[config.mk]
export PLATFORM = sky130hd
export DESIGN_NAME = mux_scan_seq
export DESIGN_NICKNAME = d
export VERILOG_FILES = /design/src/rtl/mux_scan_seq.sv
export SDC_FILE = /design/constraint.sdc
export NUM_CORES = 1
export LEC_CHECK = 0
export BUFFER_PORTS_ARGS = -buffer_cell sky130_fd_sc_hd__buf_2
export CAP_MARGIN = 25
export CORE_UTILIZATION = 40
export CTS_CLUSTER_DIAMETER = 120
export DETAILED_ROUTE_END_ITERATION = 16
export PLACE_DENSITY = 0.69
export REMOVE_ABC_BUFFERS = 1
export SLEW_MARGIN = 20
export SYNTH_ARGS = -nofsm -noshare
export SYNTH_HDL_FRONTEND = slang
export SYNTH_SLANG_ARGS = --single-unit
[constraint.sdc]
create_clock -name clk -period 1.39 [get_ports clk]
set_input_delay 0.278 -clock clk [delete_from_list [all_inputs] [get_ports clk]]
set_output_delay 0.278 -clock clk [all_outputs]
set_load 0.05 [all_outputs]
[src/rtl/mux_scan_seq.sv]
// -----------------------------------------------------------------------------
// mux_scan_seq
//
// Scan sequencer for a 4:1 single-bit multiplexer. It steps the mux select
// through channels 0..3 and holds each channel for SETTLE cycles before it
// samples the mux output on one extra SAMPLE cycle. The four samples form one
// 4-bit snapshot. The snapshot is published with a one-cycle valid strobe and
// a flag that shows whether it differs from the previous snapshot. The block
// turns a serial 1-bit mux path back into a parallel word.
//
// Frame timing (E0 = edge that accepts start):
//   - channel n is driven on sel for SETTLE+1 cycles
//   - channel n is sampled at edge E0 + (n+1)*(SETTLE+1)
//   - valid is high in the cycle after edge E0 + 4*(SETTLE+1) (the DONE cycle)
//   - in continuous mode the next frame's E0 is the DONE-closing edge, so
//     the frame period is 4*(SETTLE+1)+1 cycles
//
// Parameters:
//   SETTLE   cycles the select is held before sampling, legal range 1..15
//
// Ports:
//   clk      in   rising-edge clock
//   rst      in   synchronous, active-high reset (priority over all inputs)
//   start    in   request one scan frame; only looked at in IDLE
//   cont     in   continuous mode; only looked at in DONE
//   mux_o    in   output of the 4:1 mux
//   sel      out  [1:0] mux select (bit 1 -> s[1], bit 0 -> s[0])
//   data     out  [3:0] last completed snapshot, data[n] = mux_o with sel=n
//   valid    out  one-cycle strobe, new snapshot on data
//   changed  out  qualified by valid: snapshot differs from the previous one
//   busy     out  frame in progress (SETTLE, SAMPLE or DONE)
//
// All outputs come from registers. There is no combinational path from any
// input to any output.
// -----------------------------------------------------------------------------
module mux_scan_seq #(
  parameter int unsigned SETTLE = 2
) (
  input  logic       clk,
  input  logic       rst,
  input  logic       start,
  input  logic       cont,
  input  logic       mux_o,
  output logic [1:0] sel,
  output logic [3:0] data,
  output logic       valid,
  output logic       changed,
  output logic       busy
);

  typedef enum logic [1:0] {
    ST_IDLE   = 2'd0,
    ST_SETTLE = 2'd1,
    ST_SAMPLE = 2'd2,
    ST_DONE   = 2'd3
  } state_t;

  // The settle count runs 0..SETTLE-1. The count leaves SETTLE on its last value.
  localparam logic [3:0] SETTLE_LAST = 4'(SETTLE - 1);
  localparam logic [1:0] LAST_CH     = 2'd3;

  state_t     state;
  state_t     next_state;
  logic [3:0] cnt;
  logic [2:0] shadow;     // channels 0..2, held until channel 3 completes the word
  logic       have_prev;  // a previous snapshot exists for the change compare
  logic [3:0] new_word;

  // The word that is assembled at the closing edge of the last SAMPLE cycle.
  assign new_word = {mux_o, shadow};

  // busy is decoded from the state register only, so it stays a registered output.
  assign busy = (state != ST_IDLE);

  // ---------------------------------------------------------------------------
  // Next-state logic
  // ---------------------------------------------------------------------------
  always_comb begin
    // NOTE: assign the default first so that every path through the case writes next_state; no latch is inferred.
    next_state = state;
    unique case (state)
      ST_IDLE: begin
        if (start) begin
          next_state = ST_SETTLE;
        end
      end
      ST_SETTLE: begin
        if (cnt == SETTLE_LAST) begin
          next_state = ST_SAMPLE;
        end
      end
      ST_SAMPLE: begin
        next_state = (sel == LAST_CH) ? ST_DONE : ST_SETTLE;
      end
      ST_DONE: begin
        next_state = cont ? ST_SETTLE : ST_IDLE;
      end
      default: begin
        next_state = ST_IDLE;
      end
    endcase
  end

  // ---------------------------------------------------------------------------
  // State register
  // ---------------------------------------------------------------------------
  always_ff @(posedge clk) begin
    // NOTE: sequential state uses non-blocking assignments. Every register then updates from pre-edge values, so the order of statements does not matter.
    if (rst) begin
      state <= ST_IDLE;
    end else begin
      state <= next_state;
    end
  end

  // ---------------------------------------------------------------------------
  // Datapath: settle counter, select, shadow samples, snapshot and flags
  // ---------------------------------------------------------------------------
  always_ff @(posedge clk) begin
    if (rst) begin
      // NOTE: the shadow samples are also reset. A frame aborted by reset then leaves no partial word that could leak into a later snapshot.
      cnt       <= '0;
      sel       <= '0;
      shadow    <= '0;
      data      <= '0;
      valid     <= 1'b0;
      changed   <= 1'b0;
      have_prev <= 1'b0;
    end else begin
      // valid is a strobe. It is set only on the edge that enters DONE.
      valid <= 1'b0;

      unique case (state)
        ST_IDLE: begin
          if (start) begin
            cnt <= '0;
            sel <= '0;
          end
        end

        ST_SETTLE: begin
          cnt <= cnt + 4'd1;
        end

        ST_SAMPLE: begin
          if (sel != LAST_CH) begin
            shadow[sel] <= mux_o;
            sel         <= sel + 2'd1;
            cnt         <= '0;
          end else begin
            // Publish the whole word at once. data is never partly updated.
            data      <= new_word;
            changed   <= have_prev && (new_word != data);
            have_prev <= 1'b1;
            valid     <= 1'b1;
            sel       <= '0;
          end
        end

        ST_DONE: begin
          // sel already wrapped to 0 at the SAMPLE edge. A continuous frame
          // needs only a fresh settle count.
          if (cont) begin
            cnt <= '0;
          end
        end

        default: begin
          cnt <= '0;
        end
      endcase
    end
  end

endmodule

**After elaboration in Yosys (flattened, before gate mapping)**

Index checks and enable logic that the tools add are counted.

- $lt $le $gt $ge: 2
- Equal/unequal tests: 11
- Mux-type cells: 16
- Reduce and logical (&&, ||, !) cells: 11
- $add $sub $neg: 2
- Bitwise operators: 2

Operators with widths:

| cell | number |
|---|---|
| 4-bit one-hot mux with 4 select lines | 1 |
| 4-bit 2-to-1 mux | 3 |
| 2-bit 2-to-1 mux | 5 |
| 2-bit inequality test, second input constant | 5 |
| 2-bit one-hot mux with 4 select lines | 1 |
| 2-bit AND reduction | 4 |
| 2-bit == test, second input constant | 3 |
| 4-bit by 1-bit adder with 4-bit output, second input constant | 1 |
| 4-bit by 1-bit == test with 1-bit output, second input constant | 1 |
| 4-bit inequality test | 1 |
| 2-bit one-hot mux with 2 select lines | 1 |
| 2-bit nonzero test | 2 |
| 3-bit bitwise mux | 1 |
| 2-bit by 3-bit less-than comparator with 1-bit output, second input constant | 1 |
| 1-bit 2-to-1 mux | 3 |
| 3-bit AND reduction | 1 |
| 2-bit by 1-bit adder with 2-bit output, second input constant | 1 |
| 1-bit demux with 2-bit select | 1 |
| 2-bit by 1-bit == test with 1-bit output, second input constant | 1 |
| 2-bit by 1-bit >= comparator with 1-bit output, second input constant | 1 |
| 1-bit logical AND | 2 |
| 2-bit zero test | 1 |
| 1-bit inverter | 2 |
| 2-bit OR reduction | 1 |

- Output and inout port bits: 9
- Register bits: 18
- Bits of input ports: 5
- Word-level logic and storage cells: 52

**Logic depth before layout (Yosys ltp)**

Gate-level depths: netlist of the first run.

- Depth after elaboration: 5
- Depth in mapped cells: 5

**Worst setup path before layout of the first run**

OpenSTA, ideal clock, no wires.

- Path kind: reg-to-reg
- Start: register sel[0]
- End: register shadow[0]
- Path slack: -0.157 ns
- Period minus slack after synthesis: 1.547 ns
- Cell stages (with the launch flop): 6
- Arrival time: 1.430 ns
- Path through: dfxtp_1 > inv_1 > ha_1 > and4bb_2 > mux2i_1 > nor2_1

- Longest elaborated chain between the ends: 5
- Elaborated cells between the ends (all ways): 8
- Classes of those cells: order compare (2); eq/ne (1); mux (3); reduce/logical (2)

Ends and longest elaborated chain:

| element | line | text |
|---|---|---|
| start: declaration | 44 | `output logic [1:0] sel,` |
| start signal: assignment | 148 | `sel <= sel + 2'd1;` |
| 2-bit by 3-bit less-than comparator with 1-bit output (implied by the code) or 2-bit by 1-bit >= comparator with 1-bit output (tied branches) | 147 | `shadow[sel] <= mux_o;` |
| 1-bit logical AND (implied by the code) | 147 |  |
| 1-bit 2-to-1 mux (implied by the code) | 147 |  |
| 1-bit demux with 2-bit select | 147 |  |
| 3-bit bitwise mux | 147 |  |
| end signal: indexed assignment | 147 |  |
| end: declaration | 65 | `logic [2:0] shadow;` |

Several ways; a longest one is shown, not always the timed one.
A chain may end at the register's enable or synchronous reset.

**Worst setup path after layout of the first run**

- Start: register sel[0]
- End: output port sel[0]

No word-level cell between the ends.

==> results.py, run 1 <==
metrics = {
    "critical_path": {
        "r2r_cells": 4,
        "worstPathMaxFanout": 7,
        "critPathMaxStageDelay_ns": 0.46,
        "required_ns": 1.11,
        "r2r_slack_ns": 0.07,
        "cp_num_buf_inv": 1,
        "end_kind": "output pin",
        "cp-start-kind": "flip-flop",
        "crit_chain": "clkbuf_4",
        "crit_family": "flip-flops",
        "crit_type": "reg2out",
        "slowest_stage": "dfxtp_1",
        "cp.arrival_ns": 1.05,
        "timing.rr.start": "sel[0]$_SDFFE_PP0P_",
        "reg2reg_to": "shadow[0]$_SDFFE_PP0P_",
    },
    "placement": {
        "post-dp-hpwl_mm": 1.33,
        "io_buffers": 13,
        "pre_cts_ws_ns": 0.0700,
        "dpl.cell_count": 139,
        "gp_congestion": 0.722,
        "dpl_cell_area_um2": 1040,
    },
    "global_route": {
        "grt_pass1_vias": 673,
        "grt_antenna_before_repair": 0,
        "grt.total_usage_pct": 16.0,
        "grt_max_degree": 20,
        "grt_pass1_wl_mm": 2.97,
        "gr-total-overflow": 0,
    },
    "run": {
        "maxCapViolations": 0,
    },
    "sta": {
        "relSlewSlack_pct": 73.9,
        "skew_ns": 0.00582,
        "fin_crit_ns": 1.32,
        "finalCritPeriodShare_pct": 95.2,
        "maxSlewViolCount": 0,
        "finalWorstSetupSlack_ns": 0.0664,
        "setup_tns_ns": 0,
        "hold_viol": 0,
        "max_clock_freq_mhz": 756,
        "worst_pin_slew_ns": 0.386,
        "setup_viol": 0,
    },
    "hold_path": {
        "min_path_type": "in2reg",
        "worst_hold_path.endpoint": "shadow[2]$_SDFFE_PP0P_",
        "worstHoldStart": "mux_o",
        "whs_path_depth": 3,
    },
    "clock_tree": {
        "ctsRootBufferMaster": "clkbuf_4",
        "cts_sinks": 18,
        "numCtsBuffers": 3,
        "cts_max_level": 1,
        "cts_tree": "done",
        "clk_transition_reported_paths_ns": 0.10,
        "postCtsHoldBufs": 0,
        "clock_latency_ns": 0.30,
        "cts.path.max_buffers": 2,
    },
    "pwr": {
        "p_comb_share_pct": 12.4,
        "intPower_uw": 738,
        "p_leak_uw": 0.000524,
        "switchingPower_uw": 246,
        "clkPwrFrac_pct": 33.1,
        "p_per_area_nw_per_um2": 883,
        "ir_drop_mv": 0.580,
        "seqPwrFrac_pct": 54.4,
        "power_switching_share_pct": 25.0,
    },
    "drt": {
        "drtIter0Drc": 24,
        "dr.pass1.iters": 4,
        "wl_per_cell_um": 12.8,
        "antenna_left": 0,
        "via_count": 783,
        "route.final.wire_length_mm": 1.87,
        "route.detailed.drc": 0,
        "vias_per_cell": 5.36,
    },
    "yosys": {
        "ys_seq_area_share_pct": 38.2,
        "yosysUniqueCellTypes": 32,
        "synth_seq_cells": 18,
        "syn-cell-area_um2": 942,
        "ys_warn_count": 0,
        "synthCells": 98,
        "syn_avg_cell_area_um2": 9.61,
    },
    "finish": {
        "drive_gt1_share_pct": 24.6,
        "final_cell_mix": "dfxtp_1, nor2_1, buf_2",
        "multiInputGateArea_um2": 524,
        "final_common_cell": "dfxtp_1",
        "nNetsFinal": 131,
        "fin_util_pct": 50.3,
        "regArea_um2": 365,
        "fin_cells": 146,
        "area_growth_pct": 18.2,
        "fillCellCount": 213,
        "diodes": 0,
        "fin_area_um2": 1110,
    },
    "die": {
        "fp.dieH_um": 50.5,
        "ios": 14,
        "die_x_um": 50.5,
        "die_area_um2": 2550,
        "rows": 17,
        "initial_core_util_pct": 42.6,
        "core_area_um2": 2210,
    },
    "status": {
        "outcome": "finished, final reports clean",
    },
}
[layout make-up]
type	instances	area share [%]
Tap cell	28	3.15
Clock buffer	4	3.26
Sequential cell	18	32.8
Timing Repair Buffer	21	11.7
Multi-Input combinational cell	69	47.1
Inverter	6	2.02
[repair_timing]
action	4_1_cts	5_1_grt
endpoints found under the setup margin	1	2
gates cloned	0	0
setup buffers	0	3
resized for setup	4	1
[power by group through the flow]
| stage | Clock (uW) | Combinational [uW] | Sequential, uW |
|---|---|---|---|
| finish | 326 | 122 | 535 |
| global route | 369 | 133 | 538 |
| CTS | 340 | 116 | 536 |
| detailed placement | 0 | 114 | 549 |
| global placement | 0 | 112 | 548 |
| floorplan | 0 | 58.4 | 553 |
[cells by family (layout without fill, tap and decap cells)]
family	count (synthesis)	after routing	share of synthesized area (%)
xor+xnor	4	4	3.72
flops	18	18	38.2
fa+ha+maj	7	7	9.30
compound gates	14	14	10.8
simple gates	36	36	23.4
mux	8	8	8.50
buf+inv	11	31	6.11
[worst max path at each step]
| stage | start | end | slack, ns | cells past startpoint |
|---|---|---|---|---|
| floorplan | sel[0]$_SDFFE_PP0P_ | changed$_SDFFE_PP0P_ | -0.27 | 3 |
| global placement | state[1]$_SDFFE_PP0P_ | busy | 0.11 | 3 |
| detailed placement | state[1]$_SDFFE_PP0P_ | busy | 0.07 | 3 |
| CTS | state[1]$_SDFFE_PP0P_ | busy | 0.03 | 3 |
| global route | sel[0]$_SDFFE_PP0P_ | sel[0] | -0.004 | 1 |
| finish | sel[0]$_SDFFE_PP0P_ | sel[0] | 0.07 | 1 |
[metal layers]
metal	wire, um	part of all wire (%)	track usage [%]
met1	859	46	19.3
met2	868	46	25.6
met3	87	4.7	2.73
met4	51	2.7	11.1
met5	0	0	0
[through the flow]
| stage | hold WS (ns) | power [uW] |
|---|---|---|
| 3_3_place_gp | 0.459 | 660 |
| 3_5_place_dp | 0.469 | 663 |
| 6_report | 0.301 | 984 |
| 5_1_grt | 0.287 | 1040 |
| 2_1_floorplan | 0.347 | 611 |
| 4_1_cts | 0.293 | 993 |
[cell usage after synthesis (all sizes together)]
| cell | count | share of area (%) |
|---|---|---|
| a21oi | 5 | 2.7 |
| nor4b | 2 | 1.9 |
| nor4 | 1 | 0.66 |
| buf | 5 | 3.7 |
| and4bb | 3 | 4.0 |
| nand3b | 2 | 1.6 |
| nor2 | 12 | 4.8 |
| o21bai | 1 | 0.80 |
| nand4b | 1 | 0.93 |
| o31a | 1 | 0.93 |
| dfxtp | 18 | 38 |
| nand3 | 3 | 1.6 |
| nand2 | 3 | 1.2 |
| a32oi | 1 | 0.93 |
| a311oi | 1 | 0.93 |
| ha | 7 | 9.3 |
| and2b | 1 | 0.80 |
| o41ai | 1 | 1.7 |
| a31oi | 3 | 2.0 |
| nor3b | 2 | 1.6 |
| and3b | 1 | 0.93 |
| nand4 | 3 | 2.0 |
| xor2 | 4 | 3.7 |
| o211ai | 1 | 0.80 |
| nand2b | 1 | 0.66 |
| or2b | 1 | 0.80 |
| inv | 6 | 2.4 |
| mux2i | 8 | 8.5 |
[sequential cells by signal, indices dropped and copies added, names as in the netlist]
register   cells
cnt            4
data           4
have_prev      1
changed        1
shadow         3
sel            2
valid          1
state          2
No activity file was read; power rests on OpenSTA's default activity.
==> run 2: changes to the inputs <==
--- a/config.mk
+++ b/config.mk
@@ -10,6 +10,7 @@
 export CORE_UTILIZATION = 40
 export CTS_CLUSTER_DIAMETER = 120
 export DETAILED_ROUTE_END_ITERATION = 16
+export MAX_ROUTING_LAYER = met4
 export PLACE_DENSITY = 0.69
 export REMOVE_ABC_BUFFERS = 1
 export SLEW_MARGIN = 20
==> results.py, run 2 (same netlist as run 1, synthesis figures left out) <==
metrics = {
    "die": {
        "ios": 14,
        "initial_core_util_pct": 42.6,
        "fp.dieH_um": 50.5,
        "rows": 17,
        "core_area_um2": 2210,
        "die_area_um2": 2550,
        "die_x_um": 50.5,
    },
    "critical_path": {
        "r2r_cells": 4,
        "reg2reg_to": "shadow[0]$_SDFFE_PP0P_",
        "crit_type": "reg2out",
        "critPathMaxStageDelay_ns": 0.43,
        "crit_family": "flip-flops",
        "r2r_slack_ns": 0.11,
        "end_kind": "output pin",
        "worstPathMaxFanout": 6,
        "slowest_stage": "dfxtp_1",
        "cp.depth": 1,
        "cp_num_buf_inv": 1,
        "crit_chain": "buf_2",
        "cp-start-kind": "flip-flop",
        "required_ns": 1.11,
        "crit_path_start": "sel[1]$_SDFFE_PP0P_",
        "cp.arrival_ns": 1.03,
        "timing.rr.start": "sel[0]$_SDFFE_PP0P_",
        "crit_path_end": "sel[1]",
    },
    "placement": {
        "io_buffers": 13,
        "post-dp-hpwl_mm": 1.33,
        "gp_congestion": 0.731,
    },
    "finish": {
        "nNetsFinal": 131,
        "final_cell_mix": "dfxtp_1, nor2_1, buf_2",
        "drive_gt1_share_pct": 25.4,
        "final_common_cell": "dfxtp_1",
        "top_regs": "cnt (4), data (4), shadow (3)",
        "fin_util_pct": 50.4,
        "regArea_um2": 367,
        "fillCellCount": 213,
        "area_growth_pct": 18.3,
        "diodes": 0,
        "multiInputGateArea_um2": 524,
    },
    "clock_tree": {
        "ctsRootBufferMaster": "clkbuf_4",
        "clk_transition_reported_paths_ns": 0.10,
        "cts_sinks": 18,
        "cts_max_level": 1,
        "cts_tree": "done",
        "clock_latency_ns": 0.30,
        "cts.path.max_buffers": 2,
        "numCtsBuffers": 3,
    },
    "drt": {
        "route.final.wire_length_mm": 1.87,
        "vias_per_cell": 5.36,
        "drtIter0Drc": 24,
        "antenna_left": 0,
        "via_count": 783,
        "dr.pass1.iters": 4,
        "wl_per_cell_um": 12.8,
        "route.detailed.drc": 0,
    },
    "hold_path": {
        "min_path_type": "in2reg",
    },
    "pwr": {
        "total_power_uw": 984,
        "p_per_area_nw_per_um2": 883,
        "p_leak_uw": 0.000525,
        "ir_drop_mv": 0.580,
    },
    "global_route": {
        "grt_pass1_wl_mm": 2.98,
        "grt_max_degree": 20,
        "grt_pass1_vias": 667,
        "grt_antenna_before_repair": 0,
        "grt.total_usage_pct": 16.6,
        "gr-total-overflow": 0,
    },
    "sta": {
        "setup_viol": 0,
        "finalCritPeriodShare_pct": 93.9,
        "skew_ns": 0.00584,
        "relSlewSlack_pct": 73.9,
        "worst_pin_slew_ns": 0.386,
        "hold_viol": 0,
        "rsz0062_at_grt": "no",
        "fin_crit_ns": 1.30,
        "holdWs_ns": 0.300,
        "maxSlewViolCount": 0,
        "max_clock_freq_mhz": 767,
    },
    "status": {
        "outcome": "finished, final reports clean",
    },
    "run": {
        "maxCapViolations": 0,
    },
}
run 2: cell types whose count changed in the layout (fill, tap and decap cells not counted):
cell	before	now
dfxtp_1	16	15
dfxtp_2	1	2
run 2: worst min-delay path by stage:
stage | start | end | slack (ns) | cells past startpoint
after floorplan | rst | cnt[1]$_SDFFE_PP0P_ | 0.35 | 1
after global placement | have_prev$_SDFFE_PP0P_ | have_prev$_SDFFE_PP0P_ | 0.46 | 2
after detailed placement | have_prev$_SDFFE_PP0P_ | have_prev$_SDFFE_PP0P_ | 0.47 | 2
after CTS | mux_o | shadow[2]$_SDFFE_PP0P_ | 0.29 | 3
after global routing | mux_o | shadow[2]$_SDFFE_PP0P_ | 0.28 | 3
final | mux_o | shadow[2]$_SDFFE_PP0P_ | 0.30 | 3
run 2: area by class of cell:
| cell class | instances | area share, % |
|---|---|---|
| Timing Repair Buffer | 21 | 11.7 |
| Tap cell | 28 | 3.14 |
| Clock buffer | 4 | 3.25 |
| Inverter | 6 | 2.02 |
| Multi-Input combinational cell | 69 | 47.0 |
| Sequential cell | 18 | 32.9 |
run 2: layer usage:
metal / GRT usage [%] / vias up / wire length, um
met1: 19.3 / 364 / 859
met5: - / - / 0
met2: 25.6 / 23 / 868
met3: 3.64 / 5 / 89
li1: - / 391 / -
met4: 11.1 / 0 / 51
run 2: repair_timing:
action                                  in CTS  in global routing
hold buffers                                 0                  0
setup buffers                                0                  3
resized for setup                            4                  2
endpoints found under the setup margin       1                  2
run 2: worst reg2reg max path, cell delays in order, from the launching register on:
cell	delay, ns
dfxtp_2	0.37
ha_1	0.24
and4bb_2	0.33
mux2i_1	0.18
nor2_1	0.05
run 2: per-stage QoR:
step / cell area, um^2 / setup slack, ns / cells / TNS (ns)
2_1_floorplan: 907 / -0.265 / 93 / -2.05
3_3_place_gp: 1040 / 0.111 / 139 / 0
3_5_place_dp: 1040 / 0.0700 / 139 / 0
4_1_cts: 1090 / 0.0252 / 143 / 0
5_1_grt: 1110 / 0.00458 / 146 / 0
6_report: 1110 / 0.0854 / 146 / 0
run 2: power by group:
group	internal (uW)	switching (uW)
Combinational	53.9	68.5
Sequential	524	11.5
Clock	160	166
==> run 3: changes to the inputs <==
--- a/config.mk
+++ b/config.mk
@@ -7,6 +7,7 @@
 export LEC_CHECK = 0
 export BUFFER_PORTS_ARGS = -buffer_cell sky130_fd_sc_hd__buf_2
 export CAP_MARGIN = 25
+export CORE_ASPECT_RATIO = 0.7
 export CORE_UTILIZATION = 40
 export CTS_CLUSTER_DIAMETER = 120
 export DETAILED_ROUTE_END_ITERATION = 16
==> results.py, run 3 (same netlist as run 1, synthesis figures left out) <==
metrics = {
    "clock_tree": {
        "cts_sinks": 18,
        "clock_latency_ns": 0.30,
        "postCtsHoldBufs": 0,
        "clk_transition_reported_paths_ns": 0.10,
        "cts_tree": "done",
        "ctsRootBufferMaster": "clkbuf_4",
        "numCtsBuffers": 3,
        "cts_max_level": 1,
        "cts.path.max_buffers": 2,
    },
    "placement": {
        "gp_congestion": 0.829,
        "post-dp-hpwl_mm": 1.24,
        "io_buffers": 13,
    },
    "critical_path": {
        "end_kind": "output pin",
        "cp-start-kind": "flip-flop",
        "crit_type": "reg2out",
        "crit_chain": "inv_1 -> nand2_1 -> buf_4",
        "critPathMaxStageDelay_ns": 0.40,
        "worstPathMaxFanout": 9,
        "required_ns": 1.11,
        "cp.arrival_ns": 1.02,
        "slowest_stage": "dfxtp_2",
    },
    "sta": {
        "hold_viol": 0,
        "holdWs_ns": 0.298,
        "setup_viol": 0,
        "fin_crit_ns": 1.30,
        "worst_pin_slew_ns": 0.341,
        "finalCritPeriodShare_pct": 93.6,
        "skew_ns": 0.00121,
        "max_clock_freq_mhz": 769,
        "maxSlewViolCount": 0,
        "rsz0062_at_grt": "no",
        "relSlewSlack_pct": 77.1,
    },
    "pwr": {
        "ir_drop_mv": 0.399,
        "p_leak_uw": 0.000529,
        "p_per_area_nw_per_um2": 874,
        "total_power_uw": 983,
    },
    "finish": {
        "top_regs": "cnt (4), data (4), shadow (3)",
        "nNetsFinal": 131,
        "final_common_cell": "dfxtp_1",
        "diodes": 0,
        "fillCellCount": 209,
        "final_cell_mix": "dfxtp_1, nor2_1, buf_2",
        "drive_gt1_share_pct": 27.1,
        "area_growth_pct": 19.4,
    },
    "global_route": {
        "grt.total_usage_pct": 15.7,
        "grt_pass1_vias": 632,
        "grt_max_degree": 20,
        "grt_pass1_wl_mm": 2.82,
        "gr-total-overflow": 0,
        "grt_antenna_before_repair": 0,
    },
    "die": {
        "die_x_um": 60.0,
        "fp.dieH_um": 42.6,
        "core_area_um2": 2190,
        "initial_core_util_pct": 43.0,
        "ios": 14,
        "rows": 14,
        "die_area_um2": 2560,
    },
    "drt": {
        "vias_per_cell": 5.19,
        "wl_per_cell_um": 12.4,
        "dr.pass1.iters": 4,
        "antenna_left": 0,
        "drtIter0Drc": 19,
        "via_count": 778,
        "route.final.wire_length_mm": 1.86,
        "route.detailed.drc": 0,
    },
    "run": {
        "maxCapViolations": 0,
    },
    "hold_path": {
        "min_path_type": "in2reg",
    },
    "status": {
        "outcome": "finished, final reports clean",
    },
}
==> run 3: what timing repair did <==
item | 4_1_cts | 5_1_grt
buffers inserted | 0 | 4
setup endpoints to repair | 1 | 6
resized for setup | 4 | 3
==> run 3: worst paths after layout <==
| kind | from | end | slack (ns) | cells past startpoint |
|---|---|---|---|---|
| worst min-delay path | mux_o | shadow[2]$_SDFFE_PP0P_ | 0.30 | 3 |
| worst min register to register | have_prev$_SDFFE_PP0P_ | have_prev$_SDFFE_PP0P_ | 0.48 | 2 |
| worst max-delay path | state[0]$_SDFFE_PP0P_ | busy | 0.09 | 3 |
| worst max register to register | sel[0]$_SDFFE_PP0P_ | shadow[1]$_SDFFE_PP0P_ | 0.12 | 4 |
==> run 3: per-layer routing <==
metal,vias to the layer above,GRT usage [%],routed length (um)
met4,0,6.98,35
li1,389,-,-
met5,-,-,0
met1,361,20.3,914
met2,23,21.8,810
met3,5,5.56,101
==> run 3: per-stage QoR <==
| step | cells | setup WS, ns | instance area, um^2 | util [%] | setup TNS (ns) |
|---|---|---|---|---|---|
| after global routing | 150 | 0.0216 | 1120 | 51.4 | 0 |
| after CTS | 146 | 0.0165 | 1090 | 49.6 | 0 |
| final | 150 | 0.0889 | 1120 | 51.4 | 0 |
| after floorplan | 93 | -0.265 | 907 | - | -2.05 |
| after detailed placement | 142 | 0.0328 | 1040 | 47.6 | 0 |
| after global placement | 142 | 0.107 | 1040 | 47.6 | 0 |
==> run 3: critical path: cells and delay by family (launching register included) <==
| family | cells | cell delay (ns) |
|---|---|---|
| and+or+nand+nor | 1 | 0.06 |
| DFF | 1 | 0.40 |
| buffers and inverters | 2 | 0.26 |
==> run 3: power by group <==
| part | switching [uW] | total [uW] | internal, uW |
|---|---|---|---|
| Clock | 167 | 326 | 160 |
| Sequential | 11.7 | 536 | 524 |
| Combinational | 68.9 | 121 | 51.8 |
| Total | 247 | 983 | 736 |
==> run 3: cell type report <==
type,instances,area [um^2],area share [%]
clock buffers,4,36.3,3.23
inverters,6,22.5,2.00
well taps,32,40.0,3.56
repair buffers,21,128,11.3
flip-flops and latches,18,368,32.7
multi-input cells,69,531,47.2
